### src/rtl/l2_bus_arbiter_pkg.sv
// l2_bus_arbiter_pkg: FSM encoding, default bus widths and index-width helper for the L2 bus arbiter
package l2_bus_arbiter_pkg;
    localparam int DEF_ADDR_W = 32;
    localparam int DEF_DATA_W = 32;
    typedef enum logic [1:0] {IDLE = 2'd0, BUSY = 2'd1, INV = 2'd2} state_t;
    function automatic int idx_w(input int n);
        return n > 1 ? $clog2(n) : 1;
    endfunction
endpackage

### src/rtl/l2_bus_arbiter_rr_pick.sv
// l2_bus_arbiter_rr_pick: combinational round-robin picker, first set req at ptr, ptr+1, ... wrapping mod N
module l2_bus_arbiter_rr_pick
    import l2_bus_arbiter_pkg::*;
#(
    parameter int N  = 2,
    parameter int PW = idx_w(N)
) (
    input  logic [N-1:0]  req,
    input  logic [PW-1:0] ptr,
    output logic [PW-1:0] gnt,
    output logic          any
);
    // Descending scan so the candidate closest to ptr is the last (winning) write
    always_comb begin
        gnt = '0;
        any = 1'b0;
        for (int k = N - 1; k >= 0; k--) begin
            if (req[(int'(ptr) + k) % N]) begin
                gnt = PW'((int'(ptr) + k) % N);
                any = 1'b1;
            end
        end
    end
endmodule

### src/rtl/l2_bus_arbiter.sv
// l2_bus_arbiter: round-robin share of the L2 front-end among N back-ends, with idle-only invalidate sequencing
module l2_bus_arbiter
    import l2_bus_arbiter_pkg::*;
#(
    parameter int N_MASTERS = 2,
    parameter int ADDR_W    = DEF_ADDR_W,
    parameter int DATA_W    = DEF_DATA_W
) (
    input  logic                          clk,
    input  logic                          rst,
    input  logic [N_MASTERS-1:0]          m_valid,
    input  logic [N_MASTERS*ADDR_W-1:0]   m_addr,
    input  logic [N_MASTERS*DATA_W-1:0]   m_wdata,
    input  logic [N_MASTERS*DATA_W/8-1:0] m_wstrb,
    output logic [N_MASTERS*DATA_W-1:0]   m_rdata,
    output logic [N_MASTERS-1:0]          m_ready,
    output logic                          s_valid,
    output logic [ADDR_W-1:0]             s_addr,
    output logic [DATA_W-1:0]             s_wdata,
    output logic [DATA_W/8-1:0]           s_wstrb,
    input  logic [DATA_W-1:0]             s_rdata,
    input  logic                          s_ready,
    input  logic                          inv_req,
    output logic                          s_force_inv,
    output logic                          inv_busy
);
    localparam int PW = idx_w(N_MASTERS);
    localparam int SW = DATA_W / 8;
    state_t state, state_n;
    logic [PW-1:0] ptr, gnt, pick;
    logic any, inv_pending, busy;
    l2_bus_arbiter_rr_pick #(.N(N_MASTERS), .PW(PW)) u_pick (
        .req(m_valid),
        .ptr(ptr),
        .gnt(pick),
        .any(any)
    );
    always_ff @(posedge clk) begin
        if (rst) begin
            state       <= IDLE;
            ptr         <= '0;
            gnt         <= '0;
            inv_pending <= 1'b0;
        end else begin
            state <= state_n;
            if (state == IDLE && !inv_pending && any)
                gnt <= pick;
            if (busy && s_ready)
                ptr <= (gnt == PW'(N_MASTERS - 1)) ? '0 : gnt + PW'(1);
            // A new request in the cycle that consumes the pending one keeps it set
            inv_pending <= inv_req | (inv_pending & (state != IDLE));
        end
    end
    always_comb begin
        state_n = state == INV  ? IDLE :
                  state == BUSY ? (s_ready ? IDLE : BUSY) :
                  inv_pending   ? INV :
                  any           ? BUSY : IDLE;
    end
    assign busy        = state == BUSY;
    assign s_valid     = busy & m_valid[gnt];
    assign s_addr      = busy ? m_addr[gnt*ADDR_W +: ADDR_W] : '0;
    assign s_wdata     = busy ? m_wdata[gnt*DATA_W +: DATA_W] : '0;
    assign s_wstrb     = busy ? m_wstrb[gnt*SW +: SW] : '0;
    assign m_ready     = (busy & s_ready) ? N_MASTERS'(1) << gnt : '0;
    assign m_rdata     = {N_MASTERS{s_rdata}};
    assign s_force_inv = state == INV;
    assign inv_busy    = inv_pending | (state == INV);
endmodule

### config.mk
export PLATFORM = sky130hd
export DESIGN_NAME = l2_bus_arbiter
export DESIGN_NICKNAME = d
export VERILOG_FILES = /design/src/rtl/l2_bus_arbiter_pkg.sv /design/src/rtl/l2_bus_arbiter_rr_pick.sv /design/src/rtl/l2_bus_arbiter.sv
export SDC_FILE = /design/constraint.sdc
export NUM_CORES = 1
export LEC_CHECK = 0
export ABC_AREA = 1
export BUFFER_PORTS_ARGS = -buffer_cell sky130_fd_sc_hd__buf_2
export CAP_MARGIN = 25
export CORE_AREA = 2 2 121 123
export DETAILED_ROUTE_END_ITERATION = 10
export DIE_AREA = 0 0 123 125
export PLACE_DENSITY_LB_ADDON = 0.15
export SYNTH_ARGS = -nofsm -noshare
export SYNTH_HDL_FRONTEND = slang
export SYNTH_SLANG_ARGS = --single-unit
### constraint.sdc
create_clock -name clk -period 2.35 [get_ports clk]
set_input_delay 0.235 -clock clk [delete_from_list [all_inputs] [get_ports clk]]
set_output_delay 0.235 -clock clk [all_outputs]
set_load 0.01 [all_outputs]
==> impl_summary.txt, run 1 <==
----------------------------------------------------
[Status]
  Result of the run ... finished, final reports clean

[Global routing]
  Via count of the first global-routing pass ... 2351
  GRT Resource Usage Total ... 0.0846
  Remaining global-route overflow ... 0
  Antenna violations before repair ... 0
  First-pass GRT wire length ... 10.7 mm
  Maximum number of pins on one net before global-route repair ... 71

[Route]
  Vias post-DR ... 2446
  Post-DR wirelength/cell ... 11.2 microns
  Number of vias per cell after detailed routing ... 3.76
  Iteration-0 DRC Markers ... 42
  Initial DRT Pass Iterations ... 4
  Number of nets still failing antenna checks after routing ... 0
  Post-route DRC ... 0
  DRT Wirelength ... 7.29 mm

[Pwr]
  Worst voltage drop across the vdd grid ... 0.000170 V
  Clk pwr share ... 0.290
  Cell internal pwr ... 0.000562 W
  Total net switching power ... 0.000419 W
  Sw Ratio ... 0.427
  Reg power frac ... 0.101
  Leakage ... 1.52 nW
  Power per cell area ... 379 nW/um^2
  Comb power frac ... 0.609

[Cells and area]
  Syn-to-layout area delta ... 44.0%
  ANT cells ... 0
  Most common cell after layout, fill and taps aside ... sky130_fd_sc_hd__buf_2
  Fraction of layout cells with a size suffix above 1 ... 0.524
  Final design instance area without fill ... 2590 sq um
  Highest-count cells in the layout ignoring fill and taps ... sky130_fd_sc_hd__buf_2, sky130_fd_sc_hd__nand2_1, sky130_fd_sc_hd__a21oi_1
  Number of nets in the final layout ... 641

[Setup path]
  Maximum net fanout on the critical path ... 70
  CP Cell Sequence ... inv_4 > nand2_1 > a21oi_1 > buf_2
  Capture instance of the worst register-to-register path ... gnt
  CP Data Arrival Time ... 1.55 ns
  Slowest stage cell on the critical path ... sky130_fd_sc_hd__inv_4
  CP delay by family, top ... buffers and inverters
  Internal reg-to-reg setup slack ... 1.17 ns
  Combined buffer and inverter count along the critical path ... 2
  R2R cell count ... 4
  Type of the worst setup path ... flip-flop to output pin
  Worst reg2reg path startpoint ... gnt
  Maximum cell stage delay along the critical path ... 0.50 ns
  Logic depth of the worst setup path including buffers ... 4
  Worst Path Required ... 2.12 ns
  Origin of the worst setup path ... gnt
  Kind of start point of the critical path ... flip-flop
  Timing endpoint of the critical path ... s_wdata[4]
  CP Capture Type ... output pin

[Timing]
  Clock skew ... 0.00146 ns
  Post-route setup TNS ... 0 ns
  Slew Viols, Final ... 0
  Setup repair after global routing missed its margin ... no
  Worst hold margin ... 0.203 ns
  Hold Violations, Final ... 0
  Least setup slack across all paths after layout ... 0.563 ns
  Relative slew slack ... 0.523
  FMAX ... 560 MHz
  Worst slew pin tran ... 0.715 ns
  Final setup violating endpoints ... 0
  Share of the clock period used by the worst path after layout ... 0.760
  Minimum period implied by the final worst setup slack ... 1.79 ns

[Placement]
  Setup slack after placement ... 0.734 ns
  Port buffer count ... 214
  Placed Instance Area ... 2510 sq um
  Placer congestion estimate ... 0.744
  Placed wire-length estimate ... 5.61 mm

[Die]
  Core Rows ... 44
  Effective utilization at floorplan ... 0.127
  Die boundary width ... 123 microns
  Number of ports placed on the die boundary ... 311
  Overall die area ... 15400 sq um
  Floorplan Core Area ... 14200 sq um
  Die Ht ... 125 microns

[Clock network]
  Total setup buffers inserted after CTS ... 0
  Clock root buffer master ... sky130_fd_sc_hd__clkbuf_16
  TritonCTS buffer count ... 3
  Number of levels the H-tree was split into ... 1
  Worst-skew pair later-pin latency ... 0.23 ns
  TritonCTS clock tree ... built
  Hold_buf cts ... 0
  Clock sinks ... 5
  Number of buffers between clock root and the deepest sink ... 2
  Clock transition at the registers of the reported paths ... 0.03 ns
  Number of gates resized after CTS ... 0

[Worst hold path]
  Hold WC Path Type ... input pin to flip-flop

[Logic synthesis]
  Fraction of post-synthesis cell area in the top cell type by area ... 0.301
  Area of the mapped netlist ... 1800 sq um
  Synth unique cells ... 14
  Post-Syn Nets ... 505
  Cell taking the most area after synthesis ... sky130_fd_sc_hd__nand2_1
  Average cell area after synthesis ... 5.43 sq um
  YS warnings ... 0
  Post-synthesis sequential area ratio ... 0.0557
  Number of instances in the synthesized netlist ... 331
  Synth area leaders ... sky130_fd_sc_hd__nand2_1, sky130_fd_sc_hd__buf_4, sky130_fd_sc_hd__a21oi_1, sky130_fd_sc_hd__a21oi_2, sky130_fd_sc_hd__dfxtp_1
  Register bit total from synthesis ... 5

[Job]
  Max-cap violations ... 0

----------------------------------------------------
[cells by family after synthesis]
family                 share of synthesized area
AO/OA/AOI/OAI                              0.245
AND/OR/NAND/NOR                            0.334
buffers and inverters                      0.365
flip-flops                                0.0557
[layer usage]
layer	up-vias	routed length, microns	GRT usage
met1	1050	2680	0.0864
met2	132	3730	0.167
met5	-	0	0
met3	19	763	0.0214
met4	0	123	0.0207
li1	1245	-	-
[registers in the layout, indices dropped and copies added, names as in the netlist]
signal / cells
inv_pending: 1
ptr: 1
state: 2
gnt: 1
[power by group through the flow]
stage	Sequential, W	Combinational [W]	Clock [W]
floorplan	0.0000971	0.000470	0
global placement	0.000100	0.000613	0
detailed placement	0.000100	0.000611	0
CTS	0.0000991	0.000613	0.000288
global route	0.000100	0.000676	0.000291
finish	0.0000989	0.000598	0.000284
[worst min-delay path by stage]
stage | start | slack (ns) | to | cells past startpoint
finish | rst | 0.20 | inv_pending | 2
floorplan | rst | 0.31 | inv_pending | 1
global route | rst | 0.22 | inv_pending | 2
global placement | inv_pending | 0.43 | state[1] | 2
detailed placement | inv_pending | 0.43 | state[1] | 2
CTS | rst | 0.21 | inv_pending | 2
[synthesized netlist by cell type (all sizes together)]
cell type / number
nand2: 145
buf: 86
a21oi: 71
nor2: 13
inv: 8
dfxtp: 5
o21ai: 2
nand3: 1
[final cells by class]
type,instances,area (sq um)
repair buffers,217,1110
multi-input cells,232,1040
flip-flops and latches,5,101
inverters,8,32.5
well taps,184,230
clock buffers,4,78.8
fillers,1660,11600
[per-stage QoR]
stage | std cells | power [W] | utilization
finish | 650 | 0.000981 | 0.182
CTS | 650 | 0.00100 | 0.182
global route | 650 | 0.00107 | 0.182
floorplan | 331 | 0.000567 | -
detailed placement | 646 | 0.000712 | 0.177
global placement | 646 | 0.000713 | 0.177
(Power assumes the default switching activity.)
==> run 2, diff against run 1 <==
Clock period 2.35 ns to 1.6 ns, I/O delays scaled along.
==> impl_summary.txt, run 2 (same netlist as run 1, synthesis figures left out) <==
----------------------------------------------------
[Placement]
  Port buffer count ... 214 (unchanged)
  Cell Count Post-Placement ... 651 (was 646)
  Placed wire-length estimate ... 6.12 mm (was 5.61 mm)
  Placer congestion estimate ... 0.759 (was 0.744)

[Setup path]
  Worst Path Required ... 1.44 ns (was 2.12 ns)
  CP Data Arrival Time ... 1.36 ns (was 1.55 ns)
  Maximum net fanout on the critical path ... 54 (was 70)
  Kind of start point of the critical path ... flip-flop (unchanged)
  Type of the worst setup path ... flip-flop to output pin (unchanged)
  CP Capture Type ... output pin (unchanged)

[Pwr]
  Reg power frac ... 0.099 (was 0.101)
  Leakage ... 1.58 nW (was 1.52 nW)
  Cell internal pwr ... 0.000877 W (was 0.000562 W)
  Comb power frac ... 0.626 (was 0.609)
  Sw Ratio ... 0.423 (was 0.427)
  Power per cell area ... 563 nW/um^2 (was 379 nW/um^2)
  Worst voltage drop across the vdd grid ... 0.000248 V (was 0.000170 V)
  Clk pwr share ... 0.276 (was 0.290)
  Total net switching power ... 0.000642 W (was 0.000419 W)

[Global routing]
  GRT Resource Usage Total ... 0.0900 (was 0.0846)
  Remaining global-route overflow ... 0 (unchanged)
  Via count of the first global-routing pass ... 2342 (was 2351)
  Maximum number of pins on one net before global-route repair ... 55 (was 71)
  Antenna violations before repair ... 0 (unchanged)
  First-pass GRT wire length ... 11.2 mm (was 10.7 mm)

[Cells and area]
  Most common cell after layout, fill and taps aside ... sky130_fd_sc_hd__buf_2 (unchanged)
  Flip-flop count of the largest register, all copies and words added ... 2 (unchanged)
  Number of nets in the final layout ... 647 (was 641)
  Fraction of layout cells with a size suffix above 1 ... 0.534 (was 0.524)
  ANT cells ... 0 (unchanged)
  Layout Cells excl Fill ... 656 (was 650)
  Highest-count cells in the layout ignoring fill and taps ... sky130_fd_sc_hd__buf_2, sky130_fd_sc_hd__nand2_1, sky130_fd_sc_hd__a21oi_1 (unchanged)
  Syn-to-layout area delta ... 50.1% (was 44.0%)
  Final core occ ... 0.190 (was 0.182)
  Most flops, register ... state (unchanged)

[Route]
  Post-route DRC ... 0 (unchanged)
  DRT Wirelength ... 7.89 mm (was 7.29 mm)
  Iteration-0 DRC Markers ... 45 (was 42)
  Post-DR wirelength/cell ... 12.0 microns (was 11.2 microns)
  Initial DRT Pass Iterations ... 4 (unchanged)
  Vias post-DR ... 2488 (was 2446)
  Number of nets still failing antenna checks after routing ... 0 (unchanged)
  Number of vias per cell after detailed routing ... 3.79 (was 3.76)

[Die]
  Number of ports placed on the die boundary ... 311 (unchanged)
  Die boundary width ... 123 microns (unchanged)
  Floorplan Core Area ... 14200 sq um (unchanged)
  Die Ht ... 125 microns (unchanged)
  Overall die area ... 15400 sq um (unchanged)
  Core Rows ... 44 (unchanged)
  Effective utilization at floorplan ... 0.127 (unchanged)

[Clock network]
  Number of buffers between clock root and the deepest sink ... 2 (unchanged)
  Total setup buffers inserted after CTS ... 0 (unchanged)
  Worst-skew pair later-pin latency ... 0.23 ns (about the same)
  Number of levels the H-tree was split into ... 1 (unchanged)
  Hold_buf cts ... 0 (unchanged)
  Clock sinks ... 5 (unchanged)
  Clock transition at the registers of the reported paths ... 0.03 ns (about the same)
  Clock root buffer master ... sky130_fd_sc_hd__clkbuf_16 (unchanged)
  TritonCTS buffer count ... 3 (unchanged)
  TritonCTS clock tree ... built (unchanged)

[Status]
  Result of the run ... finished, final reports clean (unchanged)

[Timing]
  Hold Violations, Final ... 0 (unchanged)
  FMAX ... 657 MHz
  Relative slew slack ... 0.837 (was 0.523)
  Minimum period implied by the final worst setup slack ... 1.52 ns
  Clock skew ... 0.000929 ns (was 0.00146 ns)
  Slew Viols, Final ... 0 (unchanged)
  Worst slew pin tran ... 0.244 ns (was 0.715 ns)
  Share of the clock period used by the worst path after layout ... 0.951
  Worst hold margin ... 0.115 ns (was 0.203 ns)
  Final setup violating endpoints ... 0 (unchanged)
  Setup repair after global routing missed its margin ... yes (was no)

[Worst hold path]
  Hold WC Path Type ... input pin to flip-flop (unchanged)

[Job]
  Max-cap violations ... 0 (unchanged)

----------------------------------------------------
-- run 2: final cells by class --
type,count,area (sq um)
well taps,184,230
repair buffers,223,1210
inverters,8,35.0
fillers,1662,11500
clock buffers,4,78.8
flip-flops and latches,5,103
multi-input cells,232,1050
-- run 2: power groups by stage --
stage / clock (W) / combinational, W / sequential (W)
final: 0.000419 / 0.000951 / 0.000150
after global routing: 0.000441 / 0.00107 / 0.000152
after CTS: 0.000431 / 0.000951 / 0.000148
after detailed placement: 0 / 0.000946 / 0.000149
after global placement: 0 / 0.000948 / 0.000148
after floorplan: 0 / 0.000690 / 0.000143
-- run 2: routing by layer --
metal / GRT usage / part of all wire / wire, microns
met5: 0 / 0 / 0
met2: 0.181 / 0.54 / 4260
met3: 0.0228 / 0.094 / 738
met1: 0.0902 / 0.35 / 2790
met4: 0.0201 / 0.012 / 95
-- run 2: final timing paths --
| kind | startpoint | endpoint | slack [ns] | cells after the start |
|---|---|---|---|---|
| max | gnt | s_addr[29] | 0.08 | 4 |
| min | rst | inv_pending | 0.12 | 2 |
| max reg2reg | state[1] | ptr | 0.49 | 6 |
| min reg2reg | inv_pending | state[1] | 0.44 | 2 |
-- run 2: timing repair --
| action | in CTS | in global routing |
|---|---|---|
| resized for setup | 1 | 3 |
| cloned | 0 | 1 |
| setup endpoints to repair | 8 | 47 |
-- run 2: stage by stage --
stage	setup TNS [ns]	total power, W	cell area [sq um]	setup slack, ns
floorplan	0	0.000833	1800	0.546
global placement	0	0.00110	2590	0.228
detailed placement	0	0.00110	2590	0.208
CTS	0	0.00153	2670	0.0222
global route	-0.0598	0.00166	2700	-0.0370
finish	0	0.00152	2700	0.0787
-- run 2: critical path: stages, from the launching register on --
cell                      delay (ns)
sky130_fd_sc_hd__dfxtp_2        0.39
sky130_fd_sc_hd__buf_12         0.26
sky130_fd_sc_hd__nand2_1        0.08
sky130_fd_sc_hd__a21oi_1        0.21
sky130_fd_sc_hd__buf_2          0.17
==> run 3, diff against run 2 <==
Settings changed: CORE_AREA 2 2 121 123 to 2 2 122 124, DIE_AREA 0 0 123 125 to 0 0 124 126, SYNTH_HIERARCHICAL set to 1.
==> impl_summary.txt, run 3 <==
----------------------------------------------------
[Setup path]
  Kind of start point of the critical path ... flip-flop (unchanged)
  Maximum cell stage delay along the critical path ... 0.38 ns (was 0.39 ns)
  CP Capture Type ... output pin (unchanged)
  Worst Path Required ... 1.44 ns (about the same)
  CP Cell Sequence ... buf_12 > nand2_1 > a21oi_1 > buf_2 (unchanged)
  Combined buffer and inverter count along the critical path ... 2 (unchanged)
  CP Data Arrival Time ... 1.30 ns (was 1.36 ns)
  Logic depth of the worst setup path including buffers ... 4 (unchanged)
  R2R cell count ... 6 (unchanged)
  Maximum net fanout on the critical path ... 44 (was 54)
  Slowest stage cell on the critical path ... sky130_fd_sc_hd__dfxtp_2 (unchanged)
  CP delay by family, top ... buffers and inverters (unchanged)
  Type of the worst setup path ... flip-flop to output pin (unchanged)

[Timing]
  Minimum period implied by the final worst setup slack ... 1.46 ns (was 1.52 ns)
  Setup repair after global routing missed its margin ... no (was yes)
  Relative slew slack ... 0.821 (was 0.837)
  Clock skew ... 0.00225 ns (was 0.000929 ns)
  Post-route setup TNS ... 0 ns (unchanged)
  FMAX ... 685 MHz (was 657 MHz)
  Final setup violating endpoints ... 0 (unchanged)
  Share of the clock period used by the worst path after layout ... 0.913 (was 0.951)
  Worst slew pin tran ... 0.269 ns (was 0.244 ns)
  Hold Violations, Final ... 0 (unchanged)
  Slew Viols, Final ... 0 (unchanged)

[Clock network]
  Clock transition at the registers of the reported paths ... 0.03 ns (about the same)
  TritonCTS buffer count ... 3 (unchanged)
  Number of levels the H-tree was split into ... 1 (unchanged)
  TritonCTS clock tree ... built (unchanged)
  Worst-skew pair later-pin latency ... 0.23 ns (about the same)
  Clock sinks ... 5 (unchanged)
  Clock root buffer master ... sky130_fd_sc_hd__clkbuf_16 (unchanged)
  Total setup buffers inserted after CTS ... 0 (unchanged)
  Number of buffers between clock root and the deepest sink ... 2 (unchanged)

[Logic synthesis]
  Post-Syn Nets ... 508 (was 505)
  YS warnings ... 6 (was 0)
  Fraction of synthesized cell area in xor and xnor cells ... 0 (unchanged)
  Area of the mapped netlist ... 1730 sq um (was 1800 sq um)
  Simple-gate share of the synthesized area ... 0.353 (was 0.334)
  Commonest cells in the synthesized netlist ... sky130_fd_sc_hd__nand2_1, sky130_fd_sc_hd__buf_4, sky130_fd_sc_hd__a21oi_1 (unchanged)
  Synth unique cells ... 13 (was 14)
  Synth Flop Type ... sky130_fd_sc_hd__dfxtp_1 (unchanged)
  Adder and majority cell fraction of the synthesized area ... 0 (unchanged)
  Async set-or-reset flop fraction in the synthesized netlist ... 0 (unchanged)
  Count of flip-flops with a built-in enable after synthesis ... 0 (unchanged)
  Number of instances in the synthesized netlist ... 334 (was 331)
  Compound-gate portion of the synthesized area ... 0.211 (was 0.245)
  Cell taking the most area after synthesis ... sky130_fd_sc_hd__buf_4 (was sky130_fd_sc_hd__nand2_1)
  Count leader, synth ... sky130_fd_sc_hd__nand2_1 (unchanged)
  Post-synthesis sequential area ratio ... 0.0579 (was 0.0557)
  Main combinational cell family by area after synthesis ... buffers and inverters (unchanged)
  Register bit total from synthesis ... 5 (unchanged)
  Synth area leaders ... sky130_fd_sc_hd__buf_4, sky130_fd_sc_hd__nand2_1, sky130_fd_sc_hd__a21oi_1, sky130_fd_sc_hd__dfxtp_1, sky130_fd_sc_hd__buf_2 (was sky130_fd_sc_hd__nand2_1, sky130_fd_sc_hd__buf_4, sky130_fd_sc_hd__a21oi_1, sky130_fd_sc_hd__a21oi_2, sky130_fd_sc_hd__dfxtp_1)
  Average cell area after synthesis ... 5.18 sq um (was 5.43 sq um)
  Fraction of post-synthesis cell area in the top cell type by area ... 0.317 (was 0.301)
  Portion of netlist area occupied by mux cells ... 0 (unchanged)

[Cells and area]
  Highest-count cells in the layout ignoring fill and taps ... sky130_fd_sc_hd__buf_2, sky130_fd_sc_hd__nand2_1, sky130_fd_sc_hd__a21oi_1 (unchanged)
  Most common cell after layout, fill and taps aside ... sky130_fd_sc_hd__buf_2 (unchanged)
  Fraction of layout cells with a size suffix above 1 ... 0.481 (was 0.534)
  ANT cells ... 0 (unchanged)
  Layout Cells excl Fill ... 656 (unchanged)
  Most flops, register ... state (unchanged)
  Syn-to-layout area delta ... 50.4% (was 50.1%)
  Flip-flop count of the largest register, all copies and words added ... 2 (unchanged)
  Final design instance area without fill ... 2600 sq um (was 2700 sq um)
  Number of nets in the final layout ... 647 (unchanged)

[Pwr]
  Power per cell area ... 556 nW/um^2 (was 563 nW/um^2)
  Leakage ... 1.56 nW (was 1.58 nW)
  Worst voltage drop across the vdd grid ... 0.000221 V (was 0.000248 V)

[Placement]
  Placer congestion estimate ... 0.701 (was 0.759)
  Port buffer count ... 214 (unchanged)
  Placed wire-length estimate ... 6.02 mm (was 6.12 mm)
  Placed Instance Area ... 2510 sq um (was 2590 sq um)
  Cell Count Post-Placement ... 652 (was 651)

[Route]
  Number of nets still failing antenna checks after routing ... 0 (unchanged)
  Post-route DRC ... 0 (unchanged)
  Number of vias per cell after detailed routing ... 3.71 (was 3.79)
  Post-DR wirelength/cell ... 11.3 microns (was 12.0 microns)
  DRT Wirelength ... 7.42 mm (was 7.89 mm)
  Iteration-0 DRC Markers ... 58 (was 45)
  Initial DRT Pass Iterations ... 4 (unchanged)
  Vias post-DR ... 2437 (was 2488)

[Die]
  Effective utilization at floorplan ... 0.121 (was 0.127)
  Core Rows ... 44 (unchanged)
  Die boundary width ... 124 microns (was 123 microns)
  Floorplan Core Area ... 14300 sq um (was 14200 sq um)
  Die Ht ... 126 microns (was 125 microns)
  Overall die area ... 15600 sq um (was 15400 sq um)
  Number of ports placed on the die boundary ... 311 (unchanged)

[Global routing]
  Antenna violations before repair ... 0 (unchanged)
  GRT Resource Usage Total ... 0.0843 (was 0.0900)
  First-pass GRT wire length ... 10.6 mm (was 11.2 mm)
  Remaining global-route overflow ... 0 (unchanged)
  Via count of the first global-routing pass ... 2241 (was 2342)
  Maximum number of pins on one net before global-route repair ... 45 (was 55)

[Job]
  Max-cap violations ... 0 (unchanged)

[Status]
  Result of the run ... finished, final reports clean (unchanged)

[Worst hold path]
  Instance count along the most critical hold path ... 2 (unchanged)
  Hold WC Path Type ... input pin to flip-flop (unchanged)

----------------------------------------------------
run 3: cell types whose count changed after synthesis, sizes merged:
cell	before	now
or2	0	1
inv	8	10
nand2	145	144
nand3	1	2
run 3: final cells by class:
type	instances	area, sq um
tap	184	230
clock buffer	4	78.8
sequential	5	101
inverter	10	40.0
timing repair buffer	220	1170
multi-input combinational	233	976
fill	1710	11700
run 3: final timing paths:
| kind | start | to | slack, ns |
|---|---|---|---|
| worst max-delay path | gnt | s_wdata[5] | 0.14 |
| worst min register to register | inv_pending | state[1] | 0.48 |
| worst max register to register | state[1] | state[0] | 0.57 |
| worst min-delay path | rst | inv_pending | 0.13 |
run 3: repair_timing:
item                                    CTS  global route
resized for setup                         0             2
hold buffers                              0             0
endpoints found under the setup margin    0             8
run 3: metal layers:
layer,track usage,share of wire,wire (microns)
met1,0.0878,0.38,2790
met2,0.157,0.49,3610
met3,0.0231,0.10,768
met4,0.0324,0.033,247
met5,0,0,0
run 3: power breakdown:
part | leakage (nW) | switching (W) | internal (W)
sequential | 0.0417 | 0.0000116 | 0.000137
clock | 0.0382 | 0.0000851 | 0.000330
combinational | 1.48 | 0.000499 | 0.000382
total | 1.56 | 0.000596 | 0.000849
run 3: logic make-up after synthesis:
kind of cell	Yosys count
buf+inv	96
compound gates	73
simple gates	160
flops	5
run 3: stage by stage:
step / power [W] / worst slack, ns / util / hold WS, ns
after floorplan: 0.000792 / 0.543 / - / 0.232
after global placement: 0.00104 / 0.356 / 0.176 / 0.320
after detailed placement: 0.00104 / 0.298 / 0.176 / 0.320
after CTS: 0.00146 / 0.0512 / 0.181 / 0.126
after global routing: 0.00158 / 0.0403 / 0.182 / 0.133
final: 0.00145 / 0.140 / 0.182 / 0.128
